[src/rtl/arb_mux.sv]
// N-input arbitrated mux with valid/ready handshakes and a single registered output stage.
// Fixed-priority (MODE 0) or round-robin (MODE 1) selection; one word per clock at full rate.
module arb_mux #(
    parameter int unsigned WIDTH = 32,
    parameter int unsigned N     = 4,
    parameter int unsigned MODE  = 0,
    localparam int unsigned SELW = $clog2(N)
) (
    input  logic                 clk,
    input  logic                 rst_n,
    input  logic [N*WIDTH-1:0]   in_data,
    input  logic [N-1:0]         in_valid,
    output logic [N-1:0]         in_ready,
    output logic [WIDTH-1:0]     out_data,
    output logic [SELW-1:0]      out_sel,
    output logic                 out_valid,
    input  logic                 out_ready
);

    typedef enum logic {StEmpty, StFull} state_e;

    state_e            state_q, state_d;
    logic [WIDTH-1:0]  data_q, data_d;
    logic [SELW-1:0]   sel_q, sel_d;
    logic [SELW-1:0]   ptr_q, ptr_d;

    logic [N-1:0]      grant;
    logic [SELW-1:0]   grant_idx;
    logic [WIDTH-1:0]  grant_data;
    logic              found;
    logic              accept;
    logic              load;

    // Round-robin: first search indices at or above ptr, then wrap to the low indices.
    always_comb begin
        grant     = '0;
        grant_idx = '0;
        found     = 1'b0;
        for (int unsigned i = 0; i < N; i++) begin
            if (!found && in_valid[i] && (MODE == 0 || i >= 32'(ptr_q))) begin
                found     = 1'b1;
                grant[i]  = 1'b1;
                grant_idx = SELW'(i);
            end
        end
        if (MODE == 1) begin
            for (int unsigned i = 0; i < N; i++) begin
                if (!found && in_valid[i]) begin
                    found     = 1'b1;
                    grant[i]  = 1'b1;
                    grant_idx = SELW'(i);
                end
            end
        end
    end

    always_comb begin
        grant_data = '0;
        for (int unsigned i = 0; i < N; i++) begin
            if (grant[i]) begin
                grant_data = in_data[i*WIDTH +: WIDTH];
            end
        end
    end

    assign accept   = (state_q == StEmpty) | out_ready;
    assign load     = accept & found;
    assign in_ready = rst_n ? (grant & {N{accept}}) : '0;

    always_comb begin
        state_d = state_q;
        data_d  = data_q;
        sel_d   = sel_q;
        ptr_d   = ptr_q;
        if (load) begin
            state_d = StFull;
            data_d  = grant_data;
            sel_d   = grant_idx;
            if (MODE == 1) begin
                ptr_d = (grant_idx == SELW'(N - 1)) ? '0 : grant_idx + 1'b1;
            end
        end else if (state_q == StFull && out_ready) begin
            state_d = StEmpty;
        end
    end

    always_ff @(posedge clk or negedge rst_n) begin
        if (!rst_n) begin
            state_q <= StEmpty;
            data_q  <= '0;
            sel_q   <= '0;
            ptr_q   <= '0;
        end else begin
            state_q <= state_d;
            data_q  <= data_d;
            sel_q   <= sel_d;
            ptr_q   <= ptr_d;
        end
    end

    assign out_valid = (state_q == StFull);
    assign out_data  = data_q;
    assign out_sel   = sel_q;

endmodule

[config.mk]
export PLATFORM = sky130hd
export DESIGN_NAME = arb_mux
export DESIGN_NICKNAME = d
export VERILOG_FILES = /design/src/rtl/arb_mux.sv
export SDC_FILE = /design/constraint.sdc
export NUM_CORES = 1
export LEC_CHECK = 0
export BUFFER_PORTS_ARGS = -buffer_cell sky130_fd_sc_hd__clkbuf_2
export CAP_MARGIN = 25
export CORE_MARGIN = 4
export CORE_UTILIZATION = 37
export CTS_BUF_LIST = sky130_fd_sc_hd__clkbuf_4 sky130_fd_sc_hd__clkbuf_8 sky130_fd_sc_hd__clkbuf_16
export CTS_CLUSTER_SIZE = 20
export DETAILED_ROUTE_END_ITERATION = 10
export GPL_TIMING_DRIVEN = 0
export PLACE_DENSITY = 0.88
export SLEW_MARGIN = 0
export SYNTH_ARGS = -nofsm -noshare
export SYNTH_HDL_FRONTEND = slang
export SYNTH_SLANG_ARGS = --single-unit
[constraint.sdc]
create_clock -name clk -period 1.09 [get_ports clk]
set_input_delay 0.1635 -clock clk [delete_from_list [all_inputs] [get_ports clk]]
set_output_delay 0.1635 -clock clk [all_outputs]
set_load 0.02 [all_outputs]
==> impl_metrics.py <==
metrics = {
    "cts": {
        "max-clock-path-buffers": 2,
        "cts_buffers": 5,
        "insertion_delay_ns": 0.28,
        "clock-sinks": 35,
        "cts_tree": "built",
        "root_buffer": "clkbuf_8",
        "clkTransAtPathRegs_ns": 0.07,
        "cts.htree.levels": 2,
    },
    "critical_path": {
        "crit_fanout": 10,
        "r2r-start": "out_valid",
        "crit_path_end_kind": "output port",
        "crit_required_ns": 0.93,
        "start_kind": "primary input",
        "crit_arrival_ns": 1.23,
        "path_class": "in2out",
        "worstSetupStartpoint": "in_valid[1]",
    },
    "timing": {
        "hold_slack_ns": -0.118,
        "timing.final.crit_share_pct": 128,
        "relSlewSlack_pct": 64.2,
        "hold_violations": 35,
        "rsz0062_at_grt": "true",
        "setup_slack_ns": -0.301,
        "setup_tns_ns": -7.62,
        "maxSlewViolCount": 0,
        "clock-skew-final_ns": 0.00263,
        "worst_pin_slew_ns": 0.537,
        "setup_viol": 39,
        "fmax_ghz": 0.719,
        "fin_crit_ns": 1.39,
    },
    "synthesis": {
        "ys.flop_type": "dfrtp_1",
        "synth_top_area_share_pct": 36.7,
        "avgSynthCellArea_um2": 8.32,
        "synth_nets": 422,
        "synth.ff_latch_count": 35,
        "ys_async_sr_fraction_pct": 100,
        "synth_top_area_cell": "dfrtp_1",
        "yosysUniqueCellTypes": 26,
        "synth_edf_count": 0,
        "ys_seq_area_share_pct": 36.7,
        "synth_area_um2": 2390,
        "yosys_warnings": 0,
        "synth_area_leaders": "dfrtp_1 (37%), a221o_1 (13%), nand2_1 (9.3%), a31oi_1 (8.1%), buf_6 (7.1%)",
        "synthCells": 287,
    },
    "power": {
        "ir_worst_vdd_mv": 0.567,
        "cellPowerDensity_nw_per_um2": 1060,
        "p_leak_uw": 0.00196,
    },
    "final_layout": {
        "final_nets": 622,
        "synthToLayoutAreaGrowth_pct": 62.5,
        "mostFrequentLayoutCells": "clkbuf_2 (169), nand2_1 (57), dfrtp_1 (35)",
        "antenna_cells": 0,
        "stdcell_area_um2": 3880,
        "stdcell_count": 565,
        "drive_gt1_share_pct": 50.0,
        "n_fill_cell": 557,
        "final_common_cell": "clkbuf_2",
    },
    "routing": {
        "ant_nets": 0,
        "drc": 0,
        "viasPerCell": 5.25,
        "drt_first_iter_violations": 137,
        "vias": 2964,
        "drtPass1Iterations": 4,
        "drt-total-wl_um": 9380,
        "drt-wirelength-per-cell_um": 16.6,
    },
    "grt": {
        "use_met2_pct": 44.7,
        "antenna_found_initial": 0,
        "grt_max_degree": 38,
        "grt_pass1_wl_um": 14400,
        "busiest_layer": "met2",
        "grt_remaining_overflow": 0,
        "grt_use_met3_pct": 3.72,
        "grt_util_met1_pct": 28.3,
        "grt_pass1_vias": 3011,
        "gr-usage-all-layers_pct": 23.9,
    },
    "status": {
        "status": "finished, violations left",
        "violations": "negative hold slack, negative setup slack",
    },
    "job": {
        "maxCapViolations": 0,
    },
    "floorplan": {
        "coreArea_um2": 6310,
        "rows": 29,
        "start_util_pct": 37.8,
        "dieArea_um2": 7800,
        "die_h_um": 88.3,
        "die_w_um": 88.3,
        "io_pins": 174,
    },
    "place": {
        "hpwl_um": 6900,
        "dp_slack_ns": -0.729,
        "portBuffers": 172,
        "placed_cell_area_um2": 3380,
        "place.gp.congestion": 0.834,
        "dp_cells": 536,
    },
    "min_path": {
        "hold_class": "in2async",
    },
}
-- cell families (layout without fill, tap and decap cells) --
logic type / Yosys count / in the layout / synth area share [%]
flops: 35 / 35 / 36.7
simple gates: 99 / 99 / 17.3
compound gates: 100 / 100 / 32.0
buf+inv: 52 / 253 / 13.4
mux: 1 / 1 / 0.629
-- power by group --
| part | switching, uW | internal, uW | total (uW) |
|---|---|---|---|
| Sequential | 102 | 1470 | 1580 |
| Clock | 465 | 499 | 963 |
| Combinational | 834 | 756 | 1590 |
-- synthesized netlist by cell type, types with 3 or more instances --
master and instances:
a211oi_1 20, a221o_1 31, a31oi_1 31, buf_2 9
buf_6 15, clkbuf_1 6, dfrtp_1 35, inv_1 21
nand2_1 59, nor2_1 34, o21ai_0 3, o21ai_1 9
-- final cells by class --
| type | count | area [um^2] | area share, % |
|---|---|---|---|
| repair buffers | 194 | 1190 | 30.7 |
| clock buffers | 7 | 83.8 | 2.16 |
| inverters | 22 | 82.6 | 2.13 |
| multi-input cells | 200 | 1250 | 32.2 |
| clock inverters | 1 | 5.00 | 0.129 |
| well taps | 77 | 96.3 | 2.48 |
| flip-flops and latches | 35 | 876 | 22.6 |
| plain buffers | 29 | 299 | 7.71 |
-- stage by stage --
| step | hold slack, ns | utilization (%) | power, uW |
|---|---|---|---|
| 6_report | -0.118 | 61.5 | 4130 |
| 2_1_floorplan | -0.132 | - | 2370 |
| 3_3_place_gp | 0.332 | 53.6 | 2940 |
| 5_1_grt | -0.0830 | 61.5 | 4360 |
| 4_1_cts | -0.109 | 60.1 | 4130 |
| 3_5_place_dp | 0.353 | 53.6 | 2990 |
-- flip-flops by register name, summed over array words and instances, names as in the netlist --
| name | count |
|---|---|
| out_valid | 1 |
| out_sel | 2 |
| out_data | 32 |
-- repair_timing --
item	CTS	global route
resized for setup	41	9
gates cloned	5	1
buffers inserted	11	6
hold endpoints to repair	35	35
pin swaps	4	2
setup endpoints to repair	36	39
-- metal layers --
layer | vias up | part of all wire (%)
met3 | 9 | 6.4
met4 | 0 | 1.6
met5 | - | 0
met2 | 131 | 52
li1 | 1445 | -
met1 | 1379 | 40
-- critical path, cell delays in order --
cell      delay (ns)
clkbuf_2        0.11
buf_12          0.15
nor4b_4         0.34
buf_6           0.16
and3_4          0.16
clkbuf_8        0.14
-- worst paths after layout --
kind	slack, ns	endpoint	cells after the start
hold reg to reg	0.53	out_data[30]	1
hold / removal	-0.12	out_data[8]	1
setup / recovery	-0.30	in_ready[3]	6
min in group clk	0.11	out_data[3]	3
setup reg to reg	-0.24	out_data[29]	7
max in group asynchronous	0.84	out_data[28]	1
(Power assumes the default switching activity.)
